## src/rtl/hex_display_arbiter_pkg.sv

```systemverilog
// hex_disp_pkg: shared constants, arbiter state type and leading-zero blank helper
package hex_disp_pkg;
    localparam int DIGITS   = 6;
    localparam int NIBBLE_W = 4;

    typedef enum logic [1:0] {IDLE, HOLD, OPEN} arb_state_t;

    // Dark every digit above the most significant non-zero nibble; digit 0 always lit
    function automatic logic [DIGITS-1:0] lz_mask(input logic [DIGITS*NIBBLE_W-1:0] v);
        logic z;
        lz_mask = '0;
        z       = 1'b1;
        for (int i = DIGITS - 1; i > 0; i--) begin
            z          = z & (v[i*NIBBLE_W +: NIBBLE_W] == '0);
            lz_mask[i] = z;
        end
    endfunction
endpackage

```

## src/rtl/hex_display_arbiter_if.sv

```systemverilog
// hex_display_arbiter_if: requester-side request/value bus and display-side grant/digit outputs
interface hex_display_arbiter_if #(parameter int NUM_REQ = 4);
    logic [NUM_REQ-1:0]    req;
    logic [NUM_REQ*24-1:0] value;
    logic [NUM_REQ-1:0]    grant;
    logic [23:0]           digits;
    logic [5:0]            blank;
    logic                  valid;

    modport master (output req, value, input grant, digits, blank, valid);
    modport slave  (input req, value, output grant, digits, blank, valid);
endinterface

```

## src/rtl/hex_display_arbiter_rr_picker.sv

```systemverilog
// rr_picker: first set request bit at or after a start index, wrapping around
module rr_picker #(
    parameter int N  = 4,
    parameter int IW = 2
) (
    input  logic [N-1:0]  req,
    input  logic [IW-1:0] start,
    output logic          found,
    output logic [IW-1:0] idx
);
    // Scan from farthest to nearest so the nearest set bit wins
    always_comb begin
        found = 1'b0;
        idx   = start;
        for (int k = N - 1; k >= 0; k--) begin
            if (req[(int'(start) + k) % N]) begin
                found = 1'b1;
                idx   = IW'((int'(start) + k) % N);
            end
        end
    end
endmodule

```

## src/rtl/hex_display_arbiter.sv

```systemverilog
// hex_display_arbiter: round-robin HEX display sharing with minimum dwell; optional LEADING_ZERO_BLANK_EN
module hex_display_arbiter
    import hex_disp_pkg::*;
#(
    parameter int NUM_REQ     = 4,
    parameter int HOLD_CYCLES = 50_000_000
) (
    input logic                  clk,
    input logic                  reset,
    hex_display_arbiter_if.slave bus
);
    localparam int IW  = $clog2(NUM_REQ);
    localparam int DWW = $clog2(HOLD_CYCLES + 1);
    localparam int VW  = DIGITS * NIBBLE_W;

    arb_state_t          state_q, state_d;
    logic [IW-1:0]       owner_q, owner_d, rr_ptr_q, rr_ptr_d, nxt_owner, start, pick;
    logic [DWW-1:0]      dwell_q, dwell_d, dwell_inc;
    logic [NUM_REQ-1:0]  grant_q, grant_d, owner_bit;
    logic [VW-1:0]       digits_q, digits_d;
    logic [DIGITS-1:0]   blank_q, blank_d;
    logic                valid_q, valid_d, found, owner_req, others, leave;

    assign nxt_owner = (owner_q == IW'(NUM_REQ - 1)) ? '0 : owner_q + 1'b1;
    assign start     = (state_q == IDLE) ? rr_ptr_q : nxt_owner;
    assign owner_bit = NUM_REQ'(1) << owner_q;
    assign owner_req = |(bus.req & owner_bit);
    assign others    = |(bus.req & ~owner_bit);
    assign leave     = (state_q == HOLD && !owner_req) || (state_q == OPEN && (!owner_req || others));
    assign dwell_inc = (dwell_q == DWW'(HOLD_CYCLES)) ? dwell_q : dwell_q + 1'b1;

    rr_picker #(.N(NUM_REQ), .IW(IW)) u_pick (
        .req   (bus.req),
        .start (start),
        .found (found),
        .idx   (pick)
    );

    // Next owner/state: pick from IDLE or on switch/release, open the floor when dwell expires
    always_comb begin
        state_d  = state_q;
        owner_d  = owner_q;
        rr_ptr_d = rr_ptr_q;
        dwell_d  = (state_q == IDLE) ? '0 : dwell_inc;
        if (state_q == IDLE || leave) begin
            state_d  = found ? HOLD : IDLE;
            owner_d  = found ? pick : owner_q;
            dwell_d  = '0;
            rr_ptr_d = leave ? nxt_owner : rr_ptr_q;
        end else if (state_q == HOLD && dwell_q == DWW'(HOLD_CYCLES - 1)) begin
            state_d = OPEN;
        end
        valid_d  = state_d != IDLE;
        grant_d  = valid_d ? NUM_REQ'(1) << owner_d : '0;
        digits_d = valid_d ? bus.value[int'(owner_d)*VW +: VW] : digits_q;
`ifdef LEADING_ZERO_BLANK_EN
        blank_d  = valid_d ? lz_mask(digits_d) : '1;
`else
        blank_d  = valid_d ? '0 : '1;
`endif
    end

    // Arbiter state and registered display outputs
    always_ff @(posedge clk or posedge reset) begin
        if (reset) begin
            state_q  <= IDLE;
            owner_q  <= '0;
            rr_ptr_q <= '0;
            dwell_q  <= '0;
            grant_q  <= '0;
            digits_q <= '0;
            blank_q  <= '1;
            valid_q  <= 1'b0;
        end else begin
            state_q  <= state_d;
            owner_q  <= owner_d;
            rr_ptr_q <= rr_ptr_d;
            dwell_q  <= dwell_d;
            grant_q  <= grant_d;
            digits_q <= digits_d;
            blank_q  <= blank_d;
            valid_q  <= valid_d;
        end
    end

    assign bus.grant  = grant_q;
    assign bus.digits = digits_q;
    assign bus.blank  = blank_q;
    assign bus.valid  = valid_q;
endmodule

```

## src/flat_wrapper.sv

```systemverilog
// flat-port wrapper written by rule: the top's interface ports become plain ports
module hex_display_arbiter_flat import hex_disp_pkg::*;
#(
    parameter int NUM_REQ     = 4,
    parameter int HOLD_CYCLES = 50_000_000
)
  (clk, reset, bus_req, bus_value, bus_grant, bus_digits, bus_blank, bus_valid);
  hex_display_arbiter_if #(.NUM_REQ(NUM_REQ)) bus_i ();
  input logic clk;
  input logic reset;
  input wire logic [$bits(bus_i.req)-1:0] bus_req;
  input wire logic [$bits(bus_i.value)-1:0] bus_value;
  output wire logic [$bits(bus_i.grant)-1:0] bus_grant;
  output wire logic [$bits(bus_i.digits)-1:0] bus_digits;
  output wire logic [$bits(bus_i.blank)-1:0] bus_blank;
  output wire logic [$bits(bus_i.valid)-1:0] bus_valid;
  assign bus_i.req = bus_req;
  assign bus_i.value = bus_value;
  assign bus_grant = bus_i.grant;
  assign bus_digits = bus_i.digits;
  assign bus_blank = bus_i.blank;
  assign bus_valid = bus_i.valid;
  hex_display_arbiter #(.NUM_REQ(NUM_REQ), .HOLD_CYCLES(HOLD_CYCLES)) u_core (.clk(clk), .reset(reset), .bus(bus_i));
endmodule
```

## config.mk

```make
export PLATFORM = sky130hd
export DESIGN_NAME = hex_display_arbiter_flat
export DESIGN_NICKNAME = d
export VERILOG_FILES = /design/src/rtl/hex_display_arbiter_pkg.sv /design/src/rtl/hex_display_arbiter_if.sv /design/src/rtl/hex_display_arbiter_rr_picker.sv /design/src/rtl/hex_display_arbiter.sv /design/src/flat_wrapper.sv
export SDC_FILE = /design/constraint.sdc
export NUM_CORES = 1
export LEC_CHECK = 0
export BUFFER_PORTS_ARGS = -buffer_cell sky130_fd_sc_hd__buf_2
export CAP_MARGIN = 20
export CORE_UTILIZATION = 54
export CTS_CLUSTER_DIAMETER = 30
export DETAILED_ROUTE_END_ITERATION = 6
export GPL_ROUTABILITY_DRIVEN = 0
export PLACE_DENSITY = 0.95
export SYNTH_ARGS = -nofsm -noshare
export SYNTH_HDL_FRONTEND = slang
export SYNTH_SLANG_ARGS = --single-unit
```

## constraint.sdc

```tcl
create_clock -name clk -period 5.6 [get_ports clk]
set_clock_uncertainty 0.05 [all_clocks]
set_input_delay 0.56 -clock clk [delete_from_list [all_inputs] [get_ports clk]]
set_output_delay 0.56 -clock clk [all_outputs]
set_load 0.005 [all_outputs]
```

== Yosys cells after proc, flatten, opt, wreduce, memory -nomap -nowiden ==
Cells that the tools add are included.
W data, S select, Z words.

* Flip-flop bits (word level): 67
* Bits in latches: 0
* Memory bits (writable): 0
* ROM bits: 0
* Output and inout bits: 35
* Word-level logic and storage cells: 79
* Memories kept: 0

* Add/subtract/negate cells: 5
* Multiply operators: 1
* Divide/modulo/power cells: 0
* $lt $le $gt $ge: 4
* Equal/unequal tests: 6
* Shift-type cells: 3
* Mux-type cells: 31
* Bitwise logic cells: 6
* Reduce and logical (&&, ||, !) cells: 15

{| class="wikitable"
|+ Operators by type and width
! cell !! number
|-
| $shiftx A96 B32 Y24 || 1
|-
| $mux W26 || 3
|-
| $eq A26 B26 Y1 const B || 2
|-
| $add A26 B1 Y26 const B || 1
|-
| $mux W2 || 10
|-
| $lt A3 B4 Y1 const B || 3
|-
| $mux W1 || 12
|-
| $and A4 B4 Y4 || 2
|-
| $bmux W1 S2 || 4
|-
| $reduce_or A4 Y1 || 2
|-
| $shl A1 B2 Y4 const A || 2
|-
| $mux W6 || 1
|-
| $reduce_or A2 Y1 || 3
|-
| $add A2 B1 Y2 const B || 2
|-
| $add A2 B2 Y2 const B || 2
|-
| $eq A2 B2 Y1 const B || 2
|-
| $mul A2 B2 Y4 const B || 1
|-
| $mux W4 || 1
|-
| $not A4 Y4 || 1
|-
| $and A1 B1 Y1 const A || 3
|-
| $logic_and A1 B1 Y1 || 3
|-
| $logic_or A1 B1 Y1 || 3
|-
| $lt A2 B3 Y1 const B || 1
|-
| $ne A3 B3 Y1 const B || 1
|-
| 5 further kinds || 5
|}

== Depth between registers and ports, before layout ==
* Word-level depth: 17
* Gate-level depth with buffers: 13

== Cells and area by module ==
From an unflattened synthesis, not the netlist that was laid out.

* Cells, all modules: 361
* Area total of the unflattened synthesis: 3524.6 um^2

{| class="wikitable"
|+ Modules (own cells, without submodules)
! module !! instances !! cells an instance !! area an instance (um^2) !! sequential area each (um^2)
|-
| hex_display_arbiter || 1 || 345 || 3424.5 || 1552.7
|-
| rr_picker || 1 || 16 || 100.1 || 0.0
|}

== Worst setup path before layout ==
No wires, ideal clock.

* Kind: register -> register
* Start: reg u_core.owner_q[0]
* End: reg u_core.digits_q[10] (netlist: u_core.bus.digits[10])
* Library setup time: 135 ps
* Arrival time: 2249 ps
* Slack: 3166 ps
* Stages on the path, launching flop included: 11
* Path buffers: 2
* Clock period less this slack: 2434 ps
* Path through: dfrtp_1 -> inv_1 -> ha_1 -> mux2_4 -> a22o_1 -> o32ai_1 -> mux2_4 -> buf_12 -> buf_6 -> mux2i_1 -> a221oi_2

* Cells in the longest elaborated chain, start to end: 15
* Elaborated cells between the ends (all ways): 45
* Those cells by class: 4 x add/sub; 1 x mul; 1 x eq/ne; 2 x shift; 25 x mux; 3 x bitwise; 9 x reduce/logical

{| class="wikitable"
|+ Ends and longest elaborated chain
! element !! RTL line !! text
|-
| start, declared || hex_display_arbiter.sv:17 || <nowiki>logic [IW-1:0] owner_q, owner_d, rr_ptr_q, rr_ptr_d, nxt_owner, start, pick;</nowiki>
|-
| start signal, assigned || hex_display_arbiter.sv:76 || <nowiki>owner_q <= owner_d;</nowiki>
|-
| $add A2 B1 Y2 / $eq A2 B2 Y1 (equally long branches) || hex_display_arbiter.sv:24 || <nowiki>assign nxt_owner = (owner_q == IW'(NUM_REQ - 1)) ? '0 : owner_q + 1'b1;</nowiki>
|-
| $mux W2 (*) || hex_display_arbiter.sv:24 ||
|-
| named net u_core.nxt_owner[1] || hex_display_arbiter.sv:17 ||
|-
| $mux W2 (*) || hex_display_arbiter.sv:25 || <nowiki>assign start = (state_q == IDLE) ? rr_ptr_q : nxt_owner;</nowiki>
|-
| $add A2 B2 Y2 || hex_display_arbiter_rr_picker.sv:16, hex_display_arbiter_rr_picker.sv:18 ||
|-
| $bmux W1 S2 || hex_display_arbiter_rr_picker.sv:16 || <nowiki>if (req[(int'(start) + k) % N]) begin</nowiki>
|-
| $mux W1 (implied by the code) (2 in series) || hex_display_arbiter_rr_picker.sv:16 ||
|-
| $mux W2 / $mux W1 (equally long branches) (4 in series) || hex_display_arbiter_rr_picker.sv:16 ||
|-
| $mux W2 || hex_display_arbiter.sv:47 || <nowiki>owner_d = found ? pick : owner_q;</nowiki>
|-
| $mux W2 || hex_display_arbiter.sv:45 || <nowiki>if (state_q == IDLE || leave) begin</nowiki>
|-
| $mul A2 B2 Y4 || hex_display_arbiter.sv:55 || <nowiki>digits_d = valid_d ? bus.value[int'(owner_d)*VW +: VW] : digits_q;</nowiki>
|-
| $shiftx A96 B32 Y24 || hex_display_arbiter.sv:55 ||
|-
| end signal, assigned || hex_display_arbiter.sv:80 || <nowiki>digits_q <= digits_d;</nowiki>
|-
| end, declared || hex_display_arbiter.sv:20 || <nowiki>logic [VW-1:0] digits_q, digits_d;</nowiki>
|}

The timed path passes the listed nets; every way through them passes the cells marked *. The select of a mux whose other input is x is not followed.
A chain may end at the register's enable or synchronous reset.

== Worst setup path in the final report ==
* Start: reg u_core.owner_q[0]
* End: reg u_core.digits_q[5] (netlist: u_core.bus.digits[5])

* Cells in the longest elaborated chain, start to end: 15
* Elaborated cells between the ends (all ways): 45
* Those cells by class: 4 x add/sub; 1 x mul; 1 x eq/ne; 2 x shift; 25 x mux; 3 x bitwise; 9 x reduce/logical

{| class="wikitable"
|+ Ends and longest elaborated chain
! element !! RTL line
|-
| $add A2 B1 Y2 / $eq A2 B2 Y1 (equally long branches) || hex_display_arbiter.sv:24
|-
| $mux W2 || hex_display_arbiter.sv:24
|-
| $mux W2 || hex_display_arbiter.sv:25
|-
| $add A2 B2 Y2 || hex_display_arbiter_rr_picker.sv:16, hex_display_arbiter_rr_picker.sv:18
|-
| $bmux W1 S2 || hex_display_arbiter_rr_picker.sv:16
|-
| $mux W1 (implied by the code) (2 in series) || hex_display_arbiter_rr_picker.sv:16
|-
| $mux W2 / $mux W1 (equally long branches) (4 in series) || hex_display_arbiter_rr_picker.sv:16
|-
| $mux W2 || hex_display_arbiter.sv:47
|-
| $mux W2 || hex_display_arbiter.sv:45
|-
| $mul A2 B2 Y4 || hex_display_arbiter.sv:55
|-
| $shiftx A96 B32 Y24 || hex_display_arbiter.sv:55
|}

Several ways; a longest one is shown, not always the timed one. The select of a mux whose other input is x is not followed.

==> impl_metrics.env <==
export IMPL_grt_pass1_vias=3035
export IMPL_use_met2_pct=43.0
export IMPL_max_freq_ghz=0.289
export IMPL_syn_instance_count=351
export IMPL_cts_sinks=62
export IMPL_syn_area_sq_um=3750
export IMPL_max_cap_violations=0
export IMPL_synth_top_area_cell="dfrtp_1"
export IMPL_synth_top_area_share_pct=40.7
export IMPL_synth_seq_area_share_pct=41.4
export IMPL_post_cts_buffers=0
export IMPL_use_met1_pct=31.1
export IMPL_cts_tree="done"
export IMPL_drt_iter0_drc=189
export IMPL_fp_dieW_um=85.3
export IMPL_leakagePower_nw=2.18
export IMPL_worst_path_dominant_cell_family="compound AO/OA/AOI/OAI gates"
export IMPL_synth_edf_count=0
export IMPL_p_per_area_nw_per_um2=559
export IMPL_hpwl_um=6340
export IMPL_cts_made_buffers=9
export IMPL_met3_usage_pct=3.89
export IMPL_seq_area_sq_um=1550
export IMPL_syn_mean_instance_area_sq_um=10.7
export IMPL_ys_ff_latch=62
export IMPL_dr_pass1_iters=6
export IMPL_cts_repair_resized=0
export IMPL_htreeDepth=3
export IMPL_cts_root_buf="clkbuf_8"
export IMPL_grt_most_used_layer="met2"
export IMPL_drv_slew=0
export IMPL_worstPathRequired_ps=5800
export IMPL_cp_arrival_ps=3660
export IMPL_dieArea_sq_um=7280
export IMPL_insertion_delay_ps=340
export IMPL_setup_violations=0
export IMPL_drcViolationCount=0
export IMPL_antenna_cells=0
export IMPL_grt_max_degree=63
export IMPL_ys_top_cells_by_area="dfrtp_1, mux2i_1, a221oi_2"
export IMPL_critPathMaxFanout=28
export IMPL_synthArstFlopShare_pct=100
export IMPL_core_rowCount=30
export IMPL_tightest_slew_ps=925
export IMPL_syn_nets=459
export IMPL_hold_violations=0
export IMPL_drive_above_1_share_pct=38.5
export IMPL_worstSetupEndpointType="flip-flop"
export IMPL_path_buf_inv=3
export IMPL_status="finished clean"
export IMPL_fillers=494
export IMPL_antenna_found_initial=0
export IMPL_nets=586
export IMPL_grt_usage_pct=24.9
export IMPL_core_area_sq_um=6760
export IMPL_final_util_pct=67.2
export IMPL_clk_pin_slew_ps=70
export IMPL_globalRoute_totalOverflow=0
export IMPL_port_buffers=136
export IMPL_crit_path_cell_trace="inv_1 > ha_1 > a22oi_1 > nand2_1 > a21oi_1 > o21a_1 > and2_4 > inv_4 > and2_1 > buf_4 > a221oi_2"
export IMPL_wl_per_cell_um=15.9
export IMPL_rsz0062_at_grt="no"
export IMPL_grt_pass1_wl_um=14200
export IMPL_ant_nets=0
export IMPL_path_class="reg -> reg"
export IMPL_slowest_stage="o21a_1"
export IMPL_via_per_inst=5.57
export IMPL_ios=137
export IMPL_synth_common_cells="dfrtp_1, nor2_1, mux2i_1"
export IMPL_syn2layout_area_growth_pct=21.1
export IMPL_period_share_pct=61.7
export IMPL_slew_headroom_pct=38.3
export IMPL_synth_most_common_cell="dfrtp_1"
export IMPL_ys_warn_count=0
export IMPL_worst_path_largest_cell_delay_ps=750
export IMPL_ctsLongestPathBuffers=2
export IMPL_vdd_drop_max_v=0.000320
export IMPL_min_period_ps=3460
export IMPL_cts_hold_buffers=0
export IMPL_start_util_pct=55.5
export IMPL_die_y_um=85.3
export IMPL_vias=3135
export IMPL_drt_total_wl_um=8920
export IMPL_fin_tns_setup_ps=0
export IMPL_startpoint_type="flip-flop"
export IMPL_synthFlopType="dfrtp_1"
export IMPL_multi_input_area_sq_um=1930
export IMPL_min_delay_path_class="in -> async"
export IMPL_synth_distinct_cells=50
## area by class of cell
class,count,area share (%)
clock buffer,12,3.20
clock inverter,4,1.54
inverter,11,0.964
multi-input combinational,255,42.4
sequential,62,34.2
tap,80,2.20
timing repair buffer,139,15.5
## per-stage QoR
step / cells / instance area [sq um] / hold WS, ps / setup slack (ps) / power (mW)
floorplan: 351 / 3750 / 454 / 3170 / 1.96
global placement: 547 / 4330 / 475 / 2360 / 2.03
detailed placement: 547 / 4330 / 489 / 2170 / 2.09
CTS: 563 / 4540 / 409 / 2140 / 2.54
global route: 563 / 4540 / 472 / 1860 / 2.67
finish: 563 / 4540 / 387 / 2140 / 2.54
## sequential cells by signal, summed over array words and instances (netlist names)
signal and cells:
u_core.dwell_q 26, u_core.bus.blank 1, u_core.bus.valid 1, u_core.bus.digits 24
u_core.state_q 2, u_core.bus.grant 4, u_core.rr_ptr_q 2, u_core.owner_q 2
## final timing paths
path / start / cells past startpoint / slack, ps / endpoint
worst max-delay path: u_core.owner_q[0] / 11 / 2140 / u_core.bus.digits[5]
worst min-delay path: reset / 3 / 390 / u_core.dwell_q[5]
worst max register to register: u_core.owner_q[0] / 11 / 2140 / u_core.bus.digits[5]
worst min register to register: u_core.dwell_q[25] / 2 / 500 / u_core.dwell_q[25]
max in group asynchronous: reset / 3 / 4630 / u_core.bus.grant[0]
min in group clk: u_core.dwell_q[25] / 2 / 500 / u_core.dwell_q[25]
## layout by cell type (no fill, tap or decap), types with 9 or more instances in the layout
cell type and n:
dfrtp_1 61, a221oi_2 21, nor2_1 59, inv_1 9, nand3_1 9, nor3_1 10, mux2i_1 50, nand2_1 19
clkbuf_8 10, buf_2 136, xor2_1 15
## cell families (layout without fill, tap and decap cells)
kind of cell	count (synthesis)	in the layout	share of synthesized area, %
and+or+nand+nor	127	127	15.9
buffers and inverters	34	166	7.24
xor gates and xnor gates	23	23	5.37
AOI/OAI and AO/OA	45	45	13.0
adders and majority gates	6	6	2.00
DFF	62	62	41.4
muxes	54	54	15.0
## metal layers
metal / part of all wire (%) / vias up
met5: 0 / -
met4: 2.1 / 0
met3: 3.9 / 18
met2: 52 / 110
met1: 42 / 1499
li1: - / 1508
## report_power, final
group / leakage (nW) / total (mW) / switching (mW) / internal, mW
Combinational: 1.29 / 1.43 / 0.768 / 0.658
Sequential: 0.776 / 0.678 / 0.0891 / 0.589
Clock: 0.110 / 0.434 / 0.173 / 0.262
Total: 2.18 / 2.54 / 1.03 / 1.51
## worst min-delay path: cells and delay by family
kind     cells  cell delay, ps
buf+inv      3             730
Note: power is estimated with default switching activity, not from simulation.
